===== config.mk =====
export PLATFORM = sky130hd
export DESIGN_NAME = divider
export DESIGN_NICKNAME = d
export VERILOG_FILES = /design/src/rtl/divider.sv
export SDC_FILE = /design/constraint.sdc
export NUM_CORES = 1
export LEC_CHECK = 0
export CORE_UTILIZATION = 38
export CTS_CLUSTER_SIZE = 30
export DETAILED_ROUTE_END_ITERATION = 8
export PLACE_DENSITY = 0.61
export SYNTH_ARGS = -nofsm -noshare
export SYNTH_HDL_FRONTEND = slang
export SYNTH_SLANG_ARGS = --single-unit

===== constraint.sdc =====
create_clock -name Clk -period 3.4 [get_ports Clk]
set_input_delay 0.51 -clock Clk [delete_from_list [all_inputs] [get_ports Clk]]
set_output_delay 0.51 -clock Clk [all_outputs]
set_load 0.05 [all_outputs]

===== src/rtl/divider.sv =====
// Sequential signed 8-bit restoring divider with button edge detection and
// hex display drivers. Quotient lands in B and remainder in A; X flags errors.
//
//  state | meaning
//  ------+-------------------------------------------------------------
//  IDLE  | waiting for a load or run event; A/B/X hold last result
//  SETUP | form |N| and |D|, clear partial remainder, arm counter
//  ITER  | one restoring shift/subtract step per cycle, 8 cycles
//  FIXUP | apply signs or error encoding and write A, B, X
module divider (
   input  logic       Clk,
   input  logic       Reset,
   input  logic       Run,
   input  logic       ClearA_LoadB,
   input  logic [7:0] S,
   output logic [7:0] Aval,
   output logic [7:0] Bval,
   output logic       X,
   output logic       Busy,
   output logic [6:0] AhexU,
   output logic [6:0] AhexL,
   output logic [6:0] BhexU,
   output logic [6:0] BhexL
);

   typedef enum logic [1:0] {IDLE, SETUP, ITER, FIXUP} state_t;

   state_t     state, state_nx;
   logic       run_prev, load_prev, run_evt, load_evt;
   logic [7:0] a_reg, b_reg, n_reg, d_reg, d_mag, q_reg;
   logic [8:0] r_reg;
   logic [2:0] cnt;
   logic       x_reg, busy_reg;

   logic [8:0] r_sh, r_sub;
   logic [7:0] q_sh, q_signed, r_signed;
   logic       r_ge;

   function automatic logic [7:0] mag(input logic [7:0] v);
      mag = v[7] ? (~v + 8'd1) : v;
   endfunction

   function automatic logic [6:0] seg7(input logic [3:0] h);
      case (h)
         4'h0: seg7 = 7'h40;
         4'h1: seg7 = 7'h79;
         4'h2: seg7 = 7'h24;
         4'h3: seg7 = 7'h30;
         4'h4: seg7 = 7'h19;
         4'h5: seg7 = 7'h12;
         4'h6: seg7 = 7'h02;
         4'h7: seg7 = 7'h78;
         4'h8: seg7 = 7'h00;
         4'h9: seg7 = 7'h10;
         4'hA: seg7 = 7'h08;
         4'hB: seg7 = 7'h03;
         4'hC: seg7 = 7'h46;
         4'hD: seg7 = 7'h21;
         4'hE: seg7 = 7'h06;
         default: seg7 = 7'h0E;
      endcase
   endfunction

   // Events are registered pulses so the FSM acts one edge after detection.
   always_ff @(posedge Clk) begin
      if (Reset) begin
         run_prev  <= 1'b0;
         load_prev <= 1'b0;
         run_evt   <= 1'b0;
         load_evt  <= 1'b0;
      end else begin
         run_prev  <= Run;
         load_prev <= ClearA_LoadB;
         run_evt   <= Run & ~run_prev;
         load_evt  <= ClearA_LoadB & ~load_prev;
      end
   end

   always_ff @(posedge Clk) begin
      if (Reset) state <= IDLE;
      else       state <= state_nx;
   end

   always_comb begin
      state_nx = state;
      case (state)
         IDLE:    if (!load_evt && run_evt) state_nx = SETUP;
         SETUP:   state_nx = (d_reg == 8'h00) ? FIXUP : ITER;
         ITER:    if (cnt == 3'd0) state_nx = FIXUP;
         default: state_nx = IDLE;
      endcase
   end

   always_comb begin
      r_sh     = {r_reg[7:0], q_reg[7]};
      q_sh     = {q_reg[6:0], 1'b0};
      r_ge     = (r_sh >= {1'b0, d_mag});
      r_sub    = r_sh - {1'b0, d_mag};
      q_signed = (n_reg[7] ^ d_reg[7]) ? (~q_reg + 8'd1) : q_reg;
      r_signed = n_reg[7] ? (~r_reg[7:0] + 8'd1) : r_reg[7:0];
   end

   always_ff @(posedge Clk) begin
      if (Reset) begin
         a_reg    <= 8'h00;
         b_reg    <= 8'h00;
         x_reg    <= 1'b0;
         busy_reg <= 1'b0;
         n_reg    <= 8'h00;
         d_reg    <= 8'h00;
         d_mag    <= 8'h00;
         q_reg    <= 8'h00;
         r_reg    <= 9'h000;
         cnt      <= 3'd0;
      end else begin
         busy_reg <= (state_nx != IDLE);
         case (state)
            IDLE: begin
               if (load_evt) begin
                  a_reg <= 8'h00;
                  b_reg <= S;
                  x_reg <= 1'b0;
               end else if (run_evt) begin
                  d_reg <= S;
                  n_reg <= b_reg;
               end
            end
            SETUP: begin
               q_reg <= mag(n_reg);
               d_mag <= mag(d_reg);
               r_reg <= 9'h000;
               cnt   <= 3'd7;
            end
            ITER: begin
               cnt   <= cnt - 3'd1;
               r_reg <= r_ge ? r_sub : r_sh;
               q_reg <= {q_sh[7:1], r_ge};
            end
            default: begin
               if (d_reg == 8'h00) begin
                  b_reg <= 8'hFF;
                  a_reg <= n_reg;
                  x_reg <= 1'b1;
               end else if (n_reg == 8'h80 && d_reg == 8'hFF) begin
                  // -128 / -1 has no 8-bit quotient
                  b_reg <= 8'h80;
                  a_reg <= 8'h00;
                  x_reg <= 1'b1;
               end else begin
                  b_reg <= q_signed;
                  a_reg <= r_signed;
                  x_reg <= 1'b0;
               end
            end
         endcase
      end
   end

   assign Aval  = a_reg;
   assign Bval  = b_reg;
   assign X     = x_reg;
   assign Busy  = busy_reg;
   assign AhexU = seg7(a_reg[7:4]);
   assign AhexL = seg7(a_reg[3:0]);
   assign BhexU = seg7(b_reg[7:4]);
   assign BhexL = seg7(b_reg[3:0]);

endmodule


==> results by group, run 1 <==
Worst setup path
  • CP endpoint kind: flop
  • Worst path required time: between 3 and 4 ns
  • Setup crit start kind: flop
  • Critical Path Max Stage Delay: around 0.58 ns
  • Crit Path Category: reg -> reg
  • Buf+Inv Stages, Crit Path: 2
  • Crit-path cells: inv_1, ha_1, or4b_4, or4_4, a21oi_1, a311oi_1, and2_1, inv_1, ha_1, nor2b_1, a211o_1, a21oi_1
  • Top delay family on crit path: simple AND/OR/NAND/NOR gates
  • Crit. Startpoint: n_reg[0]$_SDFFE_PP0P_
  • Critical path peak fanout: 6
  • Slowest stage cell, crit path: or4_4
  • Reg2reg start: n_reg[0]$_SDFFE_PP0P_
  • Worst EP arrival: 3.50 ns

Synthesis
  • Syn Area/Cell: 8.48 um2
  • Number of flops mapped to enable cells by yosys: 0
  • Post-Synth Adder-Cell Area: 0.100
  • Post-Synth XOR/XNOR Area: 0.0443
  • Synth async-reset ratio: 0
  • Synth cell types: 73
  • Synth Area in Compound Gates: 0.188
  • Yosys top cell by area: dfxtp_1
  • Yosys warnings: 0
  • Synth top area share: 0.357
  • Top post-synthesis cells by area: dfxtp_1 36%, ha_1 9.6%, nand2_1 4.9%, mux2i_1 4.7%, a21oi_1 4.3%
  • Seq/Total Area, Yosys: 0.357
  • Synth Area in Simple Gates: 0.188
  • Top_reg_cell synth: dfxtp_1
  • Mapped Area: roughly 5300 um2
  • Mux cell area share after synthesis: 0.0617
  • Mapped Nets: 683
  • Synth Register Bits: 95
  • Post-synthesis instance total: 629
  • Largest family of logic cells by synthesized area: compound AO/OA/AOI/OAI gates

Timing
  • Final hold violations: 0
  • Slew Limit Fails: 0
  • Count of final setup violators: 0
  • RSZ-0062 raised after global routing: false
  • Tmin final: roughly 3.2 ns
  • Setup Skew: 0.0106 ns
  • Final worst-path cycle share: 0.946
  • Sum Neg Setup Slack: 0 ns
  • Max Fclk: slightly above 300 MHz
  • Hold WS: between 0.3 and 0.4 ns
  • Slew headroom: 0.213
  • Worst-margin pin slew: roughly 1.2 ns

Route
  • Vias per cell: between 5 and 6
  • WL final: 14000 um
  • 1st-pass router iterations: 8
  • Remaining DRCs: 0
  • Post-DR wirelength/cell: between 15 and 20 um
  • Detailed-route via count: around 4600
  • Initial drt markers: roughly 250
  • Antenna Nets Post-Route: 0

Floorplanning
  • Die X: 120 um
  • Die H: between 100 and 150 um
  • Die area: approximately 15000 um2
  • Starting Density: 0.396
  • Std cell rows: 42
  • # IOs: 58
  • Core ar.: 13500 um2

Global route
  • Pin count of the biggest net entering global routing: 27
  • Initial antenna violation count: 0
  • GRT Total Usage: 0.201
  • Vias in the first global route: approximately 4400
  • First-pass GRT wire length: 22600 um
  • Residual overflow from global routing: 0

Clock network
  • Hold Buf Count CTS: 0
  • Sink Count: between 90 and 100
  • Root Driver: clkbuf_16
  • CTS tree: done
  • Worst-skew pair later-pin latency: 0.35 ns
  • Buffer count from post-CTS setup fixing: 0
  • H-tree depth: 3
  • Resized cells post-CTS: 0
  • Clock transition at the registers of the reported paths: around 0.07 ns
  • CTS Buf Count: 9
  • Clock buffer depth: 2

Run status
  • Status: completed

Power
  • Final Power: roughly 5.5 mW
  • Power density cells: roughly 850 nW/um2
  • Leak: around 2.5 nW
  • Peak supply drop: roughly 500 uV

Layout
  • Share of layout cells above drive strength 1: 0.0957
  • Final Util: 0.479
  • Non-filler instance count after layout: between 800 and 900
  • Fillcell total: 1325
  • Layout area overhead: 20.9%
  • Layout Nets: ~740
  • ANT cells: 0

Worst hold path
  • Hold Startpoint: load_prev$_SDFF_PP0_
  • Min-delay worst type: reg -> reg

Placement
  • HPWL Detailed: ~11000 um
  • Port bufs: 57
  • GPL Wtd Cong: ~0.97
  • Dpl cells: between 800 and 900

Run
  • Max-cap violations: 0
==> final timing paths <==
path,end,slack [ns],cells past startpoint
max reg2reg,BhexL[1]$_DFF_P_,0.18,12
min,load_evt$_SDFF_PP0_,0.38,1
max,BhexL[1]$_DFF_P_,0.18,12
min reg2reg,load_evt$_SDFF_PP0_,0.38,1
==> kinds of logic after synthesis <==
kind of cell             Yosys count
AO/OA/AOI/OAI                    156
AND/OR/NAND/NOR                  200
flip-flops                        95
buffers and inverters             79
adder cells (fa/ha/maj)           42
XOR/XNOR                          27
multiplexers                      30
==> power by group <==
group	internal (mW)	switching, mW
clock	0.597	0.451
sequential	1.32	0.141
combinational	1.15	1.82
total	3.07	2.42
==> worst register-to-register path: cells and delay by family, from the launching register on <==
kind | cells | cell delay [ns]
AO/OA/AOI/OAI | 4 | 0.68
adder cells (fa/ha/maj) | 2 | 0.43
buffers and inverters | 2 | 0.21
flip-flops | 1 | 0.35
AND/OR/NAND/NOR | 4 | 1.46
==> layer usage <==
metal | GRT usage | share of wire | vias up
met5 | 0 | 0 | -
met4 | 0.0957 | 0.025 | 0
met3 | 0.0363 | 0.063 | 23
met2 | 0.308 | 0.44 | 142
met1 | 0.273 | 0.47 | 2154
li1 | - | - | 2309
==> cells in the final DEF, fill, tap and decap left out, types with 4 or more instances in the layout <==
cell and n:
a211oi_1 8, a21oi_1 45, a22o_1 4, a31oi_1 4, and2_1 5, buf_4 20
clkbuf_16 9, clkdlybuf4s50_1 56, dfxtp_1 95, ha_1 41, inv_1 46, mux2i_1 25
nand2_1 69, nand3_1 8, nand3b_1 6, nand4_1 4, nor2_1 46, nor2b_1 17
nor3_1 11, o21ai_0 36, o22ai_1 8, o31ai_1 7, o32ai_1 5, or2_2 6
xnor2_1 17, xor2_1 10
==> area by class of cell <==
type	instances	area, um2	share of cell area
Clock buffer	11	243	0.0376
Clock inverter	5	63.8	0.00990
Inverter	47	176	0.0274
Multi-Input combinational cell	455	3130	0.485
Sequential cell	95	1900	0.295
Tap cell	176	220	0.0342
Timing Repair Buffer	77	716	0.111
==> through the flow <==
stage / instance area [um2] / setup slack [ns]
CTS: 6420 / 0.109
finish: 6450 / 0.184
floorplan: 5330 / 0.391
global placement: 6120 / 0.251
global route: 6450 / 0.0109
detailed placement: 6120 / 0.143
==> Yosys cell counts, types with 3 or more instances <==
master    instances
a211oi_1          8
buf_4             4
a21o_1            3
nand3_1           8
or4_1             3
dfxtp_1          95
nor3_1           12
ha_1             41
a22oi_1           3
a311oi_1          3
nand2_1          69
xnor2_1          17
o22ai_1           8
or2_2             6
nor2b_1          17
clkbuf_1         20
o32ai_1           5
a31oi_1           4
inv_1            46
xor2_1           10
mux2i_1          25
buf_2             6
nor4_1            3
and2_1            5
nor2_1           47
a21oi_1          46
o21ai_0          36
o31ai_1           7
or3b_2            3
a222oi_1          3
a22o_1            4
mux2_2            3
nand3b_1          6
or3_1             3
nand4_1           4
(Power assumes the default switching activity.)
==> run 2, diff against run 1 <==
Settings changed: GPL_ROUTABILITY_DRIVEN from default to 0, SLEW_MARGIN from default to 25.
==> run 2 against run 1 <==
Compared with the run above: final area unchanged; clock skew decreased by 0.0012 ns; non-clock buffer count increased by 1; first-iteration DRC count increased by 12%; fmax about the same; critical endpoint unchanged; largest power group unchanged.
==> results by group, run 2 (synthesized netlist as in run 1, its figures left out) <==
Run status
  • Status: completed (unchanged)

Power
  • Internal power: 3.07 mW (about the same)
  • Leak: 2.53 nW (about the same)
  • Psw: 2.42 mW (about the same)
  • Sw frac: 0.440 (was 0.441)
  • Peak supply drop: 502 uV (was 504 uV)
  • Power density cells: 851 nW/um2 (about the same)
  • Clk pwr share: 0.191 (about the same)
  • Flop pwr share: 0.265 (was 0.266)
  • Logic pwr share: 0.543 (about the same)

Clock network
  • Clock buffer depth: 2 (unchanged)
  • Sink Count: 95 (unchanged)
  • Clock transition at the registers of the reported paths: 0.07 ns (about the same)
  • Worst-skew pair later-pin latency: 0.35 ns (about the same)
  • H-tree depth: 3 (unchanged)
  • Hold Buf Count CTS: 0 (unchanged)
  • CTS tree: done (unchanged)
  • Root Driver: clkbuf_16 (unchanged)
  • CTS Buf Count: 9 (unchanged)
  • Buffer count from post-CTS setup fixing: 0 (unchanged)

Global route
  • Initial antenna violation count: 0 (unchanged)
  • Vias in the first global route: 4437 (unchanged)
  • Pin count of the biggest net entering global routing: 27 (unchanged)
  • First-pass GRT wire length: 22600 um (unchanged)
  • GRT Total Usage: 0.201 (unchanged)
  • Residual overflow from global routing: 0 (unchanged)

Worst setup path
  • Slowest stage cell, crit path: or4_4 (unchanged)
  • Worst path required time: 3.69 ns (about the same)
  • Buf+Inv Stages, Crit Path: 2 (unchanged)
  • CP endpoint kind: flop (unchanged)
  • Crit-path cells: inv_1, ha_1, or4b_4, or4_4, a21oi_1, a311oi_1, and2_1, inv_1, ha_1, nor2b_1, a211o_1, a21oi_1 (unchanged)
  • Crit Path Category: reg -> reg (unchanged)
  • Worst EP arrival: 3.50 ns (about the same)
  • Setup crit start kind: flop (unchanged)
  • Critical Path Max Stage Delay: 0.58 ns (about the same)
  • Critical path peak fanout: 6 (unchanged)
  • Top delay family on crit path: simple AND/OR/NAND/NOR gates (unchanged)

Timing
  • RSZ-0062 raised after global routing: false (unchanged)
  • Final hold violations: 0 (unchanged)
  • Final worst-path cycle share: 0.945 (was 0.946)
  • Max Fclk: 311 MHz (about the same)
  • Worst-margin pin slew: 0.905 ns (was 1.18 ns)
  • Sum Neg Setup Slack: 0 ns (unchanged)
  • PnR worst setup slack: 0.187 ns (was 0.184 ns)
  • Tmin final: 3.21 ns (was 3.22 ns)
  • Slew headroom: 0.392 (was 0.213)
  • Slew Limit Fails: 0 (unchanged)
  • Setup Skew: 0.00945 ns (was 0.0106 ns)
  • Count of final setup violators: 0 (unchanged)

Worst hold path
  • Min-delay worst type: reg -> reg (unchanged)

Layout
  • Layout area overhead: 20.9% (unchanged)
  • Layout Nets: 740 (was 739)
  • Share of layout cells above drive strength 1: 0.0955 (was 0.0957)
  • Commonest non-fill, non-tap cell in the layout: dfxtp_1 (unchanged)
  • ANT cells: 0 (unchanged)
  • Leading cell types in the layout, fill and taps excluded: 95 x dfxtp_1, 69 x nand2_1, 56 x clkdlybuf4s50_1, 46 x nor2_1, 46 x inv_1 (unchanged)

Route
  • Detailed-route via count: 4609 (was 4628)
  • 1st-pass router iterations: 5 (was 8)
  • Initial drt markers: 277 (was 248)
  • Remaining DRCs: 0 (unchanged)
  • Vias per cell: 5.32 (was 5.34)
  • WL final: 13900 um (was 14000 um)
  • Post-DR wirelength/cell: 16.1 um (about the same)
  • Antenna Nets Post-Route: 0 (unchanged)

Floorplanning
  • Std cell rows: 42 (unchanged)
  • Die area: 14500 um2 (unchanged)
  • # IOs: 58 (unchanged)
  • Die H: 120 um (unchanged)
  • Starting Density: 0.396 (unchanged)
  • Core ar.: 13500 um2 (unchanged)
  • Die X: 120 um (unchanged)

Placement
  • DP Worst Slack: 0.143 ns (unchanged)
  • HPWL Detailed: 10500 um (unchanged)
  • Port bufs: 57 (unchanged)

Run
  • Max-cap violations: 0 (unchanged)
-- run 2: final cells by class --
cell class	instances	area, um2
clock buffer	11	243
timing repair buffer	78	721
sequential	95	1900
multi-input combinational	455	3120
fill	1327	7010
clock inverter	5	63.8
inverter	47	176
tap	176	220
-- run 2: layer usage --
metal / track usage / wire length [um] / share of wire / vias up
met5: 0 / 0 / 0 / -
met4: 0.0957 / 343 / 0.025 / 0
met3: 0.0363 / 816 / 0.059 / 21
met2: 0.308 / 6140 / 0.44 / 128
met1: 0.273 / 6620 / 0.48 / 2150
li1: - / - / - / 2310
-- run 2: what timing repair did --
action                     4_1_cts  5_1_grt
hold endpoints to repair         0        0
setup endpoints to repair        0        5
gates resized for setup          0        4
-- run 2: stage by stage --
step | std cells | hold slack [ns] | utilization | cell area [um2] | power (mW)
after detailed placement | 850 | 0.373 | 0.455 | 6120 | 4.41
after global routing | 867 | 0.402 | 0.479 | 6450 | 5.84
after global placement | 850 | 0.373 | 0.455 | 6120 | 4.37
after CTS | 866 | 0.383 | 0.478 | 6420 | 5.48
final | 867 | 0.383 | 0.479 | 6450 | 5.49
after floorplan | 629 | 0.367 | - | 5330 | 3.63
-- run 2: final timing paths --
kind | depth (start not counted) | to | slack (ns) | start
worst max-delay path | 12 | BhexL[1]$_DFF_P_ | 0.19 | n_reg[0]$_SDFFE_PP0P_
worst min-delay path | 1 | run_evt$_SDFF_PP0_ | 0.38 | run_prev$_SDFF_PP0_
worst max register to register | 12 | BhexL[1]$_DFF_P_ | 0.19 | n_reg[0]$_SDFFE_PP0P_
worst min register to register | 1 | run_evt$_SDFF_PP0_ | 0.38 | run_prev$_SDFF_PP0_
-- run 2: worst reg2reg max path, cell delays in order, from the launching register on --
cell      delay [ns]
dfxtp_1         0.35
inv_1           0.09
ha_1            0.18
or4b_4          0.51
or4_4           0.58
a21oi_1         0.19
a311oi_1        0.09
and2_1          0.23
inv_1           0.12
ha_1            0.25
nor2b_1         0.14
a211o_1         0.29
a21oi_1         0.11
-- run 2: power by group through the flow --
stage | logic, mW | registers [mW] | clock network, mW
after floorplan | 1.83 | 1.80 | 0
after global placement | 2.89 | 1.48 | 0
after detailed placement | 2.94 | 1.48 | 0
after CTS | 2.95 | 1.46 | 1.07
after global routing | 3.25 | 1.48 | 1.11
final | 2.98 | 1.46 | 1.05
==> run 3, diff against run 2 <==
Settings changed: CTS_CLUSTER_SIZE 30 to default.
==> results of run 3 <==
No change in the layout: final DEF, timing and power equal those of run 2.
